### src/rtl/muldiv_pkg.sv
// Shared types and constants for the iterative RV32M multiply/divide unit.
package muldiv_pkg;

    localparam int XLEN = 32;

    localparam logic [XLEN-1:0] DIV0_Q  = 32'hFFFF_FFFF;
    localparam logic [XLEN-1:0] INT_MIN = 32'h8000_0000;

    typedef enum logic [2:0] {
        OP_MUL    = 3'b000,
        OP_MULH   = 3'b001,
        OP_MULHSU = 3'b010,
        OP_MULHU  = 3'b011,
        OP_DIV    = 3'b100,
        OP_DIVU   = 3'b101,
        OP_REM    = 3'b110,
        OP_REMU   = 3'b111
    } muldiv_op_e;

    typedef enum logic [1:0] {
        IDLE = 2'd0,
        CALC = 2'd1,
        DONE = 2'd2
    } state_e;

endpackage

### src/rtl/muldiv_if.sv
// Issue/write-back bundle between core control, register file and the muldiv unit.
interface muldiv_if;
    import muldiv_pkg::*;

    logic            start;
    logic [2:0]      funct3;
    logic [XLEN-1:0] rs1;
    logic [XLEN-1:0] rs2;
    logic [4:0]      rdIn;
    logic            busy;
    logic            done;
    logic [XLEN-1:0] result;
    logic [4:0]      rdOut;
    logic            wbEn;

    modport master (
        output start, funct3, rs1, rs2, rdIn,
        input  busy, done, result, rdOut, wbEn
    );

    modport slave (
        input  start, funct3, rs1, rs2, rdIn,
        output busy, done, result, rdOut, wbEn
    );

endinterface

### src/rtl/muldiv_iter.sv
// One-bit-per-cycle datapath: shift-add multiply or restoring divide on magnitudes.
// hi/lo hold {product_hi, product_lo} for multiply and {remainder, quotient} for divide.
module muldiv_iter
    import muldiv_pkg::*;
(
    input  logic            clk,
    input  logic            rst_n,
    input  logic            load,
    input  logic            step,
    input  logic            is_div,
    input  logic [XLEN-1:0] a_mag,
    input  logic [XLEN-1:0] b_mag,
    output logic [XLEN-1:0] hi_nxt,
    output logic [XLEN-1:0] lo_nxt
);

    logic [XLEN-1:0] hi;
    logic [XLEN-1:0] lo;
    logic [XLEN-1:0] b_q;
    logic [XLEN:0]   sum;
    logic [XLEN:0]   shifted;
    logic [XLEN:0]   diff;

    // The remainder stays below the divisor, so a set top bit of diff means a borrow.
    always_comb begin
        sum     = {1'b0, hi} + (lo[0] ? {1'b0, b_q} : {(XLEN+1){1'b0}});
        shifted = {hi, lo[XLEN-1]};
        diff    = shifted - {1'b0, b_q};
        hi_nxt  = sum[XLEN:1];
        lo_nxt  = {sum[0], lo[XLEN-1:1]};
        if (is_div) begin
            if (!diff[XLEN]) begin
                hi_nxt = diff[XLEN-1:0];
                lo_nxt = {lo[XLEN-2:0], 1'b1};
            end else begin
                hi_nxt = shifted[XLEN-1:0];
                lo_nxt = {lo[XLEN-2:0], 1'b0};
            end
        end
    end

    always_ff @(posedge clk or negedge rst_n) begin
        if (!rst_n) begin
            hi  <= '0;
            lo  <= '0;
            b_q <= '0;
        end else if (load) begin
            hi  <= '0;
            lo  <= a_mag;
            b_q <= b_mag;
        end else if (step) begin
            hi  <= hi_nxt;
            lo  <= lo_nxt;
        end
    end

endmodule

### src/rtl/muldiv_unit.sv
// RV32M multiply/divide unit: FSM, sign handling, special cases and write-back registers.
// state | meaning: IDLE accepting | CALC iterating | DONE result valid, one-cycle write-back
module muldiv_unit
    import muldiv_pkg::*;
#(
    parameter int ITER = XLEN
) (
    input logic     Clock,
    input logic     nReset,
    muldiv_if.slave bus
);

    localparam int             CW   = $clog2(ITER + 1);
    localparam logic [CW-1:0]  LAST = CW'(ITER - 1);

    state_e          state;
    logic [CW-1:0]   cnt;
    muldiv_op_e      op_q;
    logic            neg_q;
    logic            neg_r;

    muldiv_op_e      op_in;
    logic            accept;
    logic            a_sgn;
    logic            b_sgn;
    logic [XLEN-1:0] a_mag;
    logic [XLEN-1:0] b_mag;
    logic            special;
    logic [XLEN-1:0] special_res;
    logic [XLEN-1:0] hi_nxt;
    logic [XLEN-1:0] lo_nxt;
    logic [2*XLEN-1:0] prod;
    logic [XLEN-1:0] final_res;

    always_comb begin
        op_in  = muldiv_op_e'(bus.funct3);
        accept = bus.start && (state != CALC);
        a_sgn  = bus.rs1[XLEN-1] && (op_in inside {OP_MUL, OP_MULH, OP_MULHSU, OP_DIV, OP_REM});
        b_sgn  = bus.rs2[XLEN-1] && (op_in inside {OP_MUL, OP_MULH, OP_DIV, OP_REM});
        a_mag  = a_sgn ? -bus.rs1 : bus.rs1;
        b_mag  = b_sgn ? -bus.rs2 : bus.rs2;

        special     = 1'b0;
        special_res = '0;
        if (bus.funct3[2] && (bus.rs2 == '0)) begin
            special     = 1'b1;
            special_res = (op_in inside {OP_DIV, OP_DIVU}) ? DIV0_Q : bus.rs1;
        end else if ((op_in inside {OP_DIV, OP_REM}) && (bus.rs1 == INT_MIN) && (bus.rs2 == '1)) begin
            special     = 1'b1;
            special_res = (op_in == OP_DIV) ? INT_MIN : '0;
        end
    end

    muldiv_iter u_iter (
        .clk    (Clock),
        .rst_n  (nReset),
        .load   (accept),
        .step   (state == CALC),
        .is_div (op_q[2]),
        .a_mag  (a_mag),
        .b_mag  (b_mag),
        .hi_nxt (hi_nxt),
        .lo_nxt (lo_nxt)
    );

    // Sign fix-up uses the values the final iteration is about to write.
    always_comb begin
        prod = {hi_nxt, lo_nxt};
        if (neg_q) prod = -prod;
        case (op_q)
            OP_MUL:           final_res = prod[XLEN-1:0];
            OP_DIV, OP_DIVU:  final_res = neg_q ? -lo_nxt : lo_nxt;
            OP_REM, OP_REMU:  final_res = neg_r ? -hi_nxt : hi_nxt;
            default:          final_res = prod[2*XLEN-1:XLEN];
        endcase
    end

    always_ff @(posedge Clock or negedge nReset) begin
        if (!nReset) begin
            state      <= IDLE;
            cnt        <= '0;
            op_q       <= OP_MUL;
            neg_q      <= 1'b0;
            neg_r      <= 1'b0;
            bus.busy   <= 1'b0;
            bus.done   <= 1'b0;
            bus.wbEn   <= 1'b0;
            bus.result <= '0;
            bus.rdOut  <= '0;
        end else begin
            bus.done <= 1'b0;
            bus.wbEn <= 1'b0;
            case (state)
                IDLE, DONE: begin
                    if (bus.start) begin
                        op_q      <= op_in;
                        neg_q     <= a_sgn ^ b_sgn;
                        neg_r     <= a_sgn;
                        bus.rdOut <= bus.rdIn;
                        cnt       <= '0;
                        if (special) begin
                            state      <= DONE;
                            bus.busy   <= 1'b0;
                            bus.done   <= 1'b1;
                            bus.wbEn   <= (bus.rdIn != '0);
                            bus.result <= special_res;
                        end else begin
                            state    <= CALC;
                            bus.busy <= 1'b1;
                        end
                    end else begin
                        state    <= IDLE;
                        bus.busy <= 1'b0;
                    end
                end
                CALC: begin
                    cnt <= cnt + 1'b1;
                    if (cnt == LAST) begin
                        state      <= DONE;
                        bus.busy   <= 1'b0;
                        bus.done   <= 1'b1;
                        bus.wbEn   <= (bus.rdOut != '0);
                        bus.result <= final_res;
                    end
                end
                default: begin
                    state    <= IDLE;
                    bus.busy <= 1'b0;
                end
            endcase
        end
    end

endmodule

### src/flat_wrapper.sv
// flat-port wrapper written by rule: the top's interface ports become plain ports
module muldiv_unit_flat import muldiv_pkg::*;
#(
    parameter int ITER = XLEN
)
  (Clock, nReset, bus_start, bus_funct3, bus_rs1, bus_rs2, bus_rdIn, bus_busy, bus_done, bus_result, bus_rdOut, bus_wbEn);
  muldiv_if bus_i ();
  input logic Clock;
  input logic nReset;
  input wire logic [$bits(bus_i.start)-1:0] bus_start;
  input wire logic [$bits(bus_i.funct3)-1:0] bus_funct3;
  input wire logic [$bits(bus_i.rs1)-1:0] bus_rs1;
  input wire logic [$bits(bus_i.rs2)-1:0] bus_rs2;
  input wire logic [$bits(bus_i.rdIn)-1:0] bus_rdIn;
  output wire logic [$bits(bus_i.busy)-1:0] bus_busy;
  output wire logic [$bits(bus_i.done)-1:0] bus_done;
  output wire logic [$bits(bus_i.result)-1:0] bus_result;
  output wire logic [$bits(bus_i.rdOut)-1:0] bus_rdOut;
  output wire logic [$bits(bus_i.wbEn)-1:0] bus_wbEn;
  assign bus_i.start = bus_start;
  assign bus_i.funct3 = bus_funct3;
  assign bus_i.rs1 = bus_rs1;
  assign bus_i.rs2 = bus_rs2;
  assign bus_i.rdIn = bus_rdIn;
  assign bus_busy = bus_i.busy;
  assign bus_done = bus_i.done;
  assign bus_result = bus_i.result;
  assign bus_rdOut = bus_i.rdOut;
  assign bus_wbEn = bus_i.wbEn;
  muldiv_unit #(.ITER(ITER)) u_core (.Clock(Clock), .nReset(nReset), .bus(bus_i));
endmodule
### config.mk
export PLATFORM = sky130hd
export DESIGN_NAME = muldiv_unit_flat
export DESIGN_NICKNAME = d
export VERILOG_FILES = /design/src/rtl/muldiv_pkg.sv /design/src/rtl/muldiv_if.sv /design/src/rtl/muldiv_iter.sv /design/src/rtl/muldiv_unit.sv /design/src/flat_wrapper.sv
export SDC_FILE = /design/constraint.sdc
export NUM_CORES = 1
export LEC_CHECK = 0
export BUFFER_PORTS_ARGS = -buffer_cell sky130_fd_sc_hd__buf_4
export CORE_ASPECT_RATIO = 1.4
export CORE_UTILIZATION = 65
export CTS_BUF_LIST = sky130_fd_sc_hd__clkbuf_8
export DETAILED_ROUTE_END_ITERATION = 12
export HOLD_SLACK_MARGIN = 0.03
export PLACE_DENSITY_LB_ADDON = 0.08
export SETUP_SLACK_MARGIN = 0.5
export SYNTH_ARGS = -nofsm -noshare
export SYNTH_HDL_FRONTEND = slang
export SYNTH_SLANG_ARGS = --single-unit
### constraint.sdc
create_clock -name Clock -period 9.1 [get_ports Clock]
set_input_delay 0.91 -clock Clock [delete_from_list [all_inputs] [get_ports Clock]]
set_output_delay 0.91 -clock Clock [all_outputs]
set_load 0.01 [all_outputs]
=== Word-level counts from Yosys, hierarchy flattened ===
Index checks and enable logic that the tools add are counted.

* Register bits: 149
* Output and inout bits: 40

* $add $sub $neg: 8
* Equality and inequality tests: 18
* Muxes and demuxes: 43
* Bitwise logic cells: 1
* Reduce and logical (&&, ||, !) cells: 24

{| class="wikitable"
|+ Operators with widths
! cell !! count
|-
| two-way mux 32 bit || 19
|-
| negator 32 bit || 4
|-
| case mux 32 bit (3 select lines) || 1
|-
| equality test 32 bit (second input constant) || 2
|-
| two-way mux 64 bit || 1
|-
| negator 64 bit || 1
|-
| case mux 32 bit (2 select lines) || 1
|-
| adder 32 x 33 -> 33 bit || 1
|-
| subtractor 33 x 32 -> 33 bit || 1
|-
| logical NOT 32 bit || 1
|-
| equality test 3 bit (second input constant) || 7
|-
| nonzero test 5 bit || 3
|-
| two-way mux 1 bit || 12
|-
| case mux 6 bit (2 select lines) || 1
|-
| nonzero test 2 bit || 4
|-
| adder 6 x 1 -> 6 bit (second input constant) || 1
|-
| equality test 6 x 5 -> 1 bit (second input constant) || 1
|-
| logical AND 1 bit || 6
|-
| logical NOT 3 bit || 2
|-
| two-way mux 2 bit || 3
|-
| two-way mux 6 bit || 1
|-
| != test 2 x 1 -> 1 bit (second input constant) || 3
|-
| case mux 1 bit (2 select lines) || 3
|-
| OR reduction 2 bit || 3
|-
| other kinds (11) || 12
|}

=== Longest topological paths before layout ===
Gate-level depths: netlist of the first run.

* Word-level depth: 9
* Gate-level depth with buffers: 26
* Depth with buffers taken out: 23

=== Modules after synthesis ===
Synthesis of the first run repeated with hierarchy kept, for this count alone.

* Cells, all modules: 2021
* Area, all modules: 15633.7 µm²

{| class="wikitable"
|+ Modules (own cells, without submodules)
! module !! instances !! cells each !! area each (µm²) !! sequential area each (µm²)
|-
| muldiv_iter || 1 || 1034 || 8605.8 || 2402.3
|-
| muldiv_unit || 1 || 987 || 7028.0 || 1301.2
|}

=== Least setup slack after synthesis of the first run ===
No wires, ideal clock.

* Path kind: flip-flop to flip-flop
* Start: reg u_core.u_iter.lo[31]
* End: reg u_core.bus.result[30]
* Setup time: 0.092 ns
* Arrival: 4.851 ns
* Data required time: 9.008 ns
* Slack: 4.157 ns
* Stages on the path, launching flop included: 27
* Path buffers: 3
* Cells stage by stage: dfrtp_1 -> inv_1 -> ha_1 -> inv_1 -> fa_1 -> a211oi_1 -> o211ai_1 -> nand2_1 -> a21oi_2 -> o32a_2 -> buf_6 -> buf_2 -> nand3_1 -> a31oi_1 -> inv_1 -> ha_1 -> nand2_1 -> a211oi_1 -> a311oi_1 -> or3b_4 -> or3b_1 -> buf_2 -> or2_4 -> o31ai_1 -> xnor2_1 -> a21oi_2 -> o31ai_2

* Word-level cells in the longest chain between the ends: 8

{| class="wikitable"
|+ RTL lines
! element !! RTL line !! text
|-
| from (decl) || muldiv_iter.sv:18 || <nowiki>logic [XLEN-1:0] lo;</nowiki>
|-
| from (signal assigned) || muldiv_iter.sv:49 || <nowiki>lo <= a_mag;</nowiki>
|-
| from (signal assigned) || muldiv_iter.sv:53 || <nowiki>lo <= lo_nxt;</nowiki>
|-
| subtractor 33 x 32 -> 33 bit || muldiv_iter.sv:28 || <nowiki>diff = shifted - {1'b0, b_q};</nowiki>
|-
| two-way mux 1 bit / two-way mux 32 bit (equally long branches) || muldiv_iter.sv:32 || <nowiki>if (!diff[XLEN]) begin</nowiki>
|-
| two-way mux 32 bit || muldiv_iter.sv:31 || <nowiki>if (is_div) begin</nowiki>
|-
| negator 64 bit, or another cell as far along || muldiv_unit.sv:69 || <nowiki>if (neg_q) prod = -prod;</nowiki>
|-
| two-way mux 64 bit, or another cell as far along || muldiv_unit.sv:69 ||
|-
| case mux 32 bit (3 select lines) * || muldiv_unit.sv:70 || <nowiki>case (op_q)</nowiki>
|-
| two-way mux 32 bit * || muldiv_unit.sv:118 || <nowiki>if (cnt == LAST) begin</nowiki>
|-
| case mux 32 bit (2 select lines) * || muldiv_unit.sv:93 || <nowiki>case (state)</nowiki>
|-
| to (signal assigned) || muldiv_unit.sv:106 || <nowiki>bus.result <= special_res;</nowiki>
|-
| to (signal assigned) || muldiv_unit.sv:123 || <nowiki>bus.result <= final_res;</nowiki>
|-
| to (decl) || muldiv_if.sv:23 || <nowiki>output busy, done, result, rdOut, wbEn</nowiki>
|}

Mark *: on every way between the ends. The rest lies on a longest branch, timed or not. The select of a mux whose other input is x is not followed.
A chain may end at the register's enable or synchronous reset.

=== Worst setup path after layout of the first run ===
* Start: reg u_core.u_iter.hi[9]
* End: reg u_core.bus.result[26]

* Word-level cells in the longest chain between the ends: 8

{| class="wikitable"
|+ RTL lines
! element !! RTL line !! text
|-
| from (decl) || muldiv_iter.sv:17 || <nowiki>logic [XLEN-1:0] hi;</nowiki>
|-
| from (signal assigned) || muldiv_iter.sv:52 || <nowiki>hi <= hi_nxt;</nowiki>
|-
| subtractor 33 x 32 -> 33 bit || muldiv_iter.sv:28 ||
|-
| two-way mux 1 bit / two-way mux 32 bit (equally long branches) || muldiv_iter.sv:32 ||
|-
| two-way mux 32 bit || muldiv_iter.sv:31 ||
|-
| negator 64 bit, or another cell as far along || muldiv_unit.sv:69 ||
|-
| two-way mux 64 bit, or another cell as far along || muldiv_unit.sv:69 ||
|-
| case mux 32 bit (3 select lines) * || muldiv_unit.sv:70 ||
|-
| two-way mux 32 bit * || muldiv_unit.sv:118 ||
|-
| case mux 32 bit (2 select lines) * || muldiv_unit.sv:93 ||
|}

Marks and branches as above.

==> results.sh, run 1 <==
export IMPL_cpPeakStageDelay_ns=0.61
export IMPL_die_h_um=184
export IMPL_ys_types=92
export IMPL_synth_edf_count=0
export IMPL_die_area_um2=24400
export IMPL_wirelength_mm=55.8
export IMPL_clkTransAtPathRegs_ns=0.10
export IMPL_core_area_um2=23300
export IMPL_ys_flop_type="dfrtp_1"
export IMPL_ioPinCount=115
export IMPL_synth_top_cell_area_share_pct=24.0
export IMPL_numCtsBuffers=17
export IMPL_period_share_pct=66.7
export IMPL_ant_nets=0
export IMPL_start_util_pct=66.4
export IMPL_syn_inst=2035
export IMPL_holdBufCountCts=0
export IMPL_r2r_start="u_core.u_iter.hi[9]$_DFFE_PN0P_"
export IMPL_slew_headroom_pct=26.4
export IMPL_synth_area_um2=15500
export IMPL_vias=16500
export IMPL_crit_fanout=21
export IMPL_cts_sinks=148
export IMPL_cap_violations=0
export IMPL_drv_slew=0
export IMPL_ys_warn_count=0
export IMPL_cts_setup_buffers=0
export IMPL_cts_tree="yes"
export IMPL_ys_ff_latch=148
export IMPL_cp_arrival_ns=6.43
export IMPL_final_area_um2=16800
export IMPL_setup_tns_ns=0
export IMPL_setup_viol=0
export IMPL_endpoint="u_core.bus.result[26]$_DFFE_PN0P_"
export IMPL_syn_to_final_growth_pct=8.49
export IMPL_route_detailed_drc=0
export IMPL_final_nets=2213
export IMPL_htree_levels=4
export IMPL_hold_violations=0
export IMPL_die_x_um=132
export IMPL_synth_commonest_cells="209 x nand2_1, 209 x o21ai_0, 167 x a21oi_1"
export IMPL_crit_type="reg2reg"
export IMPL_startpoint="u_core.u_iter.hi[9]$_DFFE_PN0P_"
export IMPL_port_buffers=114
export IMPL_crit_path_end_kind="flop"
export IMPL_firstDrtPassIters=6
export IMPL_cts_root_buffer="clkbuf_8"
export IMPL_grt_pass1_vias=15900
export IMPL_cp_start_kind="flop"
export IMPL_antenna_cells=0
export IMPL_place_gp_congestion=1.05
export IMPL_grt_max_degree=99
export IMPL_overflow=0
export IMPL_fin_crit_ns=6.07
export IMPL_ys_seq_area_share_pct=24.0
export IMPL_wl_per_cell_um=23.4
export IMPL_hold_worst_slack_ns=0.431
export IMPL_status="finished clean"
export IMPL_track_usage_pct=46.7
export IMPL_grt_pass1_wl_mm=87.8
export IMPL_cts_resized_gates=0
export IMPL_yosys_top_cells_area="dfrtp_1 24%, o21ai_0 6.8%, xnor2_1 6.6%, ha_1 5.7%, a21oi_1 5.4%"
export IMPL_reg2reg_to="u_core.bus.result[26]$_DFFE_PN0P_"
export IMPL_insertion_delay_ns=0.51
export IMPL_hp_class="in2async"
export IMPL_critPathRequiredTime_ns=9.46
export IMPL_crit_top_cell="o21ai_0"
export IMPL_vias_per_cell=6.93
export IMPL_synth_area_leader_cell="dfrtp_1"
export IMPL_r2r_cells=20
export IMPL_tightestPinTransition_ns=1.09
export IMPL_cp_slowest_cell="a311oi_1"
export IMPL_drive_gt1_share_pct=11.5
export IMPL_ff2ff_setup_slack_ns=3.03
export IMPL_syn_area_per_cell_um2=7.60
export IMPL_drt_initial_drc_count=1746
export IMPL_final_setup_skew_ns=0.0238
export IMPL_timing_fmax_mhz=165
export IMPL_cp_cell_sequence="ha_1 -> nand2_1 -> o21ai_0 -> nor2_1 -> a21oi_2 -> o32a_2 -> nand3_1 -> a31oi_1 -> inv_1 -> ha_1 -> nand2_1 -> a211oi_1 -> a311oi_1 -> or3b_4 -> nor2_1 -> nand3_1 -> o21ai_0 -> xor2_1 -> a221oi_1 -> o21ai_0"
export IMPL_rsz0062_at_grt="false"
export IMPL_synthArstFlopShare_pct=100
export IMPL_antenna_found_initial=1
export IMPL_cts_buffer_depth=2
export IMPL_place_hpwl_mm=42.2
export IMPL_rows=66
export IMPL_synth_nets=2182
export IMPL_placed_area_um2=16400
[through the flow]
stage / instances / util [%] / worst slack (ns)
floorplan: 2035 / - / 4.16
global placement: 2353 / 70.2 / 3.34
detailed placement: 2353 / 70.2 / 3.24
CTS: 2385 / 72.0 / 3.23
global route: 2385 / 72.0 / 2.71
finish: 2385 / 72.0 / 3.03
[critical path: cells and delay by family (launching register included)]
family | cells | cell delay, ns
AOI/OAI and AO/OA | 9 | 3.18
xor gates and xnor gates | 1 | 0.19
and+or+nand+nor | 7 | 1.14
DFF | 1 | 0.50
buffers and inverters | 1 | 0.18
adders and majority gates | 2 | 0.73
[cell type report]
cell class                 count  area (um^2)
clock buffer                  17          234
clock inverter                15          185
fill                        1951         6510
inverter                      67          251
multi-input combinational   1699        11000
sequential                   148         3710
tap                          306          383
timing repair buffer         133         1000
[state kept, by name, indices dropped and copies added, names as in the netlist, 3 cells and up]
name               count
u_core.bus.result     32
u_core.u_iter.hi      32
u_core.cnt             6
u_core.u_iter.lo      32
u_core.u_iter.b_q     32
u_core.bus.rdOut       5
u_core.op_q            3
[cells in the final DEF, fill, tap and decap left out, drive strengths merged, types with 48 or more instances in the layout]
master | netlist | final
a21oi | 171 | 171
and2 | 48 | 48
buf | 32 | 133
dfrtp | 148 | 148
ha | 70 | 70
inv | 66 | 74
nand2 | 210 | 210
nor2 | 160 | 160
o211ai | 57 | 57
o21ai | 219 | 219
xnor2 | 117 | 117
xor2 | 76 | 76
[metal layers]
metal	vias to the layer above	routed length, um	GRT usage (%)
li1	7527	-	-
met4	2	5700	43.4
met5	-	17	0
met1	7737	19400	50.1
met3	308	4710	9.79
met2	964	26000	77.3
[kinds of logic after synthesis]
family,count (synthesis),synth area share (%)
buf+inv,188,4.94
xor+xnor,193,10.9
simple gates,698,22.6
fa+ha+maj,72,5.92
mux,55,3.70
compound gates,681,28.0
flops,148,24.0
[how the worst min path moves through the flow]
| stage | from | to |
|---|---|---|
| floorplan | u_core.cnt[5]$_DFFE_PN0P_ | u_core.cnt[5]$_DFFE_PN0P_ |
| global placement | u_core.bus.result[9]$_DFFE_PN0P_ | u_core.bus.result[9]$_DFFE_PN0P_ |
| detailed placement | u_core.bus.result[8]$_DFFE_PN0P_ | u_core.bus.result[8]$_DFFE_PN0P_ |
| CTS | nReset | u_core.u_iter.b_q[18]$_DFFE_PN0P_ |
| global route | nReset | u_core.u_iter.b_q[18]$_DFFE_PN0P_ |
| finish | nReset | u_core.u_iter.b_q[18]$_DFFE_PN0P_ |
Power of run 1 is left out: the tool's default activity adds up to more than one toggle a clock period on the data nets, which glitch-free logic cannot reach.
==> inputs of run 2 (changes only) <==
ABC_AREA = 1   (was unset)
CORE_UTILIZATION = 64   (was 65)
clock period = 5.84 ns   (was 9.1 ns; I/O delays follow)
==> run 2 against run 1 <==
Compared with the run above:
- the run now fails in global routing (5_1_grt)
- synthesized cell count grew 51%
- synthesized area grew 15%
==> results.sh, run 2 <==
export IMPL_status="aborted with a tool error"
export IMPL_lastStage="global routing (5_1_grt)"
export IMPL_stop_error="[ERROR GRT-0116] Global routing finished with congestion. Check the congestion regions in the DRC Viewer."
export IMPL_place_gp_congestion=1.15
export IMPL_synth_area_um2=17800
export IMPL_synthArstFlopShare_pct=100
export IMPL_cts_sinks=148
export IMPL_synth_area_leader_cell="dfrtp_1"
export IMPL_holdBufCountCts=0
export IMPL_rows=71
export IMPL_ioPinCount=115
export IMPL_synth_top_cell_area_share_pct=20.8
export IMPL_yosys_top_cells_area="dfrtp_1 21%, nand2_1 19%, inv_1 9.9%, nand3_1 7.7%, nor2_1 6.9%"
export IMPL_numCtsBuffers=17
export IMPL_ys_flop_type="dfrtp_1"
export IMPL_ys_warn_count=0
export IMPL_die_x_um=143
export IMPL_grt_pass1_vias=22000
export IMPL_cts_root_buffer="clkbuf_8"
export IMPL_syn_inst=3083
export IMPL_cts_buffer_depth=2
export IMPL_grt_max_degree=95
export IMPL_ys_ff_latch=148
export IMPL_dp_cells=3486
export IMPL_ys_types=60
export IMPL_die_h_um=199
export IMPL_start_util_pct=65.7
export IMPL_track_usage_pct=58.1
export IMPL_grt_pass1_wl_mm=125
export IMPL_syn_area_per_cell_um2=5.77
export IMPL_cts_setup_buffers=0
export IMPL_synth_edf_count=0
export IMPL_port_buffers=114
export IMPL_place_hpwl_mm=56.7
export IMPL_overflow=2
export IMPL_synth_most_common_cell="nand2_1"
export IMPL_synth_nets=3230
export IMPL_ys_seq_area_share_pct=20.8
export IMPL_cts_resized_gates=0
export IMPL_htree_levels=4
export IMPL_synth_commonest_cells="899 x nand2_1, 469 x inv_1, 325 x nor2_1"
==> run 2: changes by cell type after synthesis, moves of 47 or more <==
cell,delta
nand2_1,+690
inv_1,+403
nand3_1,+237
nor2_1,+166
xnor2_1,-105
o211ai_1,-47
==> run 2: cells by family after synthesis <==
logic type                 Yosys count  synth area share (%)
and+or+nand+nor                   1690                  40.8
buffers and inverters              584                  13.0
adders and majority gates           72                  5.15
xor gates and xnor gates            84                  4.14
AOI/OAI and AO/OA                  505                  16.1
DFF                                148                  20.8
==> run 2: metrics by stage <==
stage	worst slack, ns	instance area [um^2]	utilization, %	hold WS (ns)
after CTS	0.956	19200	70.9	0.194
after detailed placement	0.980	18800	69.4	0.475
after global placement	1.12	18800	69.4	0.473
after floorplan	1.79	17800	-	0.288
==> run 2: metal layers <==
metal  overflow  GRT usage [%]
met2          2           83.5
met1          0           63.3
met3          0           24.5
met4          0           56.6
met5          0          0.363
==> inputs of run 3 (changes only) <==
CORE_ASPECT_RATIO = unset   (was 1.4)
CORE_UTILIZATION = 40   (was 64)
CTS_BUF_LIST = unset   (was sky130_fd_sc_hd__clkbuf_8)
HOLD_SLACK_MARGIN = unset   (was 0.03)
PLACE_DENSITY_LB_ADDON = 0.15   (was 0.08)
SETUP_SLACK_MARGIN = unset   (was 0.5)
==> run 3 against run 2 <==
Compared with the run above:
- the run now ends clean
- synthesized area unchanged
- synthesized cell count unchanged
==> results.sh, run 3 <==
export IMPL_vias_per_cell=5.59
export IMPL_cts_root_buffer="clkbuf_16"
export IMPL_synth_nets=3230
export IMPL_start_util_pct=40.9
export IMPL_startpoint="u_core.u_iter.lo[31]$_DFFE_PN0P_"
export IMPL_nFillCells=4861
export IMPL_cpPeakStageDelay_ns=0.41
export IMPL_ys_ff_latch=148
export IMPL_ys_seq_area_share_pct=20.8
export IMPL_place_hpwl_mm=62.3
export IMPL_synth_area_um2=17800
export IMPL_setup_tns_ns=0
export IMPL_placed_area_um2=19100
export IMPL_crit_type="reg2reg"
export IMPL_crit_fanout=10
export IMPL_drv_slew=0
export IMPL_antenna_cells=0
export IMPL_grt_max_degree=79
export IMPL_rows=76
export IMPL_overflow=0
export IMPL_fin_crit_ns=5.07
export IMPL_syn_area_per_cell_um2=5.77
export IMPL_hp_class="in2async"
export IMPL_port_buffers=114
export IMPL_cp_arrival_ns=5.49
export IMPL_dp_cells=3709
export IMPL_period_share_pct=86.9
export IMPL_fin_util_pct=45.3
export IMPL_ys_warn_count=0
export IMPL_ioPinCount=115
export IMPL_vias=20900
export IMPL_wirelength_mm=77.7
export IMPL_layout_commonest_cell="nand2_1"
export IMPL_tightestPinTransition_ns=1.15
export IMPL_final_nets=3290
export IMPL_htree_levels=4
export IMPL_critPathRequiredTime_ns=6.26
export IMPL_clkTransAtPathRegs_ns=0.07
export IMPL_cts_setup_buffers=0
export IMPL_syn_inst=3083
export IMPL_cp_slowest_cell="fa_1"
export IMPL_ys_types=60
export IMPL_grt_pass1_vias=19400
export IMPL_cap_violations=0
export IMPL_synth_top_cell_area_share_pct=20.8
export IMPL_die_h_um=213
export IMPL_synth_edf_count=0
export IMPL_cts_tree="yes"
export IMPL_ys_flop_type="dfrtp_1"
export IMPL_synth_commonest_cells="899 x nand2_1, 469 x inv_1, 325 x nor2_1"
export IMPL_firstDrtPassIters=6
export IMPL_crit_path_end_kind="flop"
export IMPL_hold_violations=0
export IMPL_place_gp_congestion=1.06
export IMPL_yosys_top_cells_area="dfrtp_1 21%, nand2_1 19%, inv_1 9.9%, nand3_1 7.7%, nor2_1 6.9%"
export IMPL_cts_resized_gates=0
export IMPL_route_detailed_drc=0
export IMPL_drive_gt1_share_pct=8.94
export IMPL_ant_nets=0
export IMPL_final_cell_mix="899 x nand2_1, 469 x inv_1, 323 x nor2_1, 275 x nand3_1, 214 x o21ai_0"
export IMPL_cts_buffer_depth=2
export IMPL_wl_per_cell_um=20.8
export IMPL_core_area_um2=43500
export IMPL_final_setup_skew_ns=0.0160
export IMPL_cp_start_kind="flop"
export IMPL_die_x_um=213
export IMPL_synth_area_leader_cell="dfrtp_1"
export IMPL_numCtsBuffers=17
export IMPL_final_cells=3741
export IMPL_grt_pass1_wl_mm=117
export IMPL_synthArstFlopShare_pct=100
export IMPL_setup_viol=0
export IMPL_r2r_start="u_core.u_iter.lo[31]$_DFFE_PN0P_"
export IMPL_rsz0062_at_grt="false"
export IMPL_final_area_um2=19700
export IMPL_track_usage_pct=34.9
export IMPL_drt_initial_drc_count=2517
export IMPL_holdBufCountCts=0
export IMPL_antenna_found_initial=3
export IMPL_cts_sinks=148
export IMPL_syn_to_final_growth_pct=10.7
export IMPL_status="finished clean"
export IMPL_synth_most_common_cell="nand2_1"
export IMPL_die_area_um2=45300
export IMPL_slew_headroom_pct=22.5
export IMPL_crit_top_cell="nand3_1"
export IMPL_timing_fmax_mhz=197
export IMPL_insertion_delay_ns=0.50
-- run 3: worst max-delay path: cells and delay by family (launching register included) --
family | cells | cell delay [ns]
AOI/OAI and AO/OA | 1 | 0.17
adders and majority gates | 3 | 0.72
buffers and inverters | 5 | 0.41
DFF | 1 | 0.36
and+or+nand+nor | 25 | 3.35
-- run 3: cell type report --
class,count,area (um^2),area share [%]
Clock buffer,21,450,2.29
Clock inverter,11,151,0.768
Inverter,488,1830,9.30
Multi-Input combinational cell,2351,11800,59.9
Sequential cell,148,3710,18.8
Tap cell,585,732,3.72
Timing Repair Buffer,137,1030,5.24
-- run 3: final timing paths --
| path | endpoint | cells past startpoint | slack (ns) |
|---|---|---|---|
| max | u_core.bus.result[12]$_DFFE_PN0P_ | 34 | 0.77 |
| min | u_core.bus.result[19]$_DFFE_PN0P_ | 1 | 0.13 |
| max reg2reg | u_core.bus.result[12]$_DFFE_PN0P_ | 34 | 0.77 |
| min reg2reg | u_core.op_q[0]$_DFFE_PN0P_ | 2 | 0.50 |
| max in group asynchronous | u_core.u_iter.b_q[7]$_DFFE_PN0P_ | 2 | 4.36 |
| min in group Clock | u_core.bus.rdOut[1]$_DFFE_PN0P_ | 3 | 0.31 |
-- run 3: cells by family after synthesis --
kind of cell,share of synthesized area [%]
and+or+nand+nor,40.8
AOI/OAI and AO/OA,16.1
adders and majority gates,5.15
DFF,20.8
buffers and inverters,13.0
xor gates and xnor gates,4.14
-- run 3: routing by layer --
| metal | part of all wire [%] | GRT usage [%] | vias to the layer above |
|---|---|---|---|
| li1 | - | - | 9993 |
| met1 | 45 | 49.7 | 9797 |
| met2 | 43 | 52.5 | 1007 |
| met3 | 9.3 | 6.49 | 114 |
| met4 | 2.9 | 11.7 | 2 |
| met5 | 0.013 | 0 | - |
-- run 3: through the flow --
stage | hold slack (ns) | setup slack (ns)
final | 0.131 | 0.767
after CTS | 0.152 | 0.936
after floorplan | 0.288 | 1.79
after detailed placement | 0.489 | 0.945
after global placement | 0.472 | 1.02
after global routing | 0.201 | 0.251
Power of run 3 is left out for the same reason.
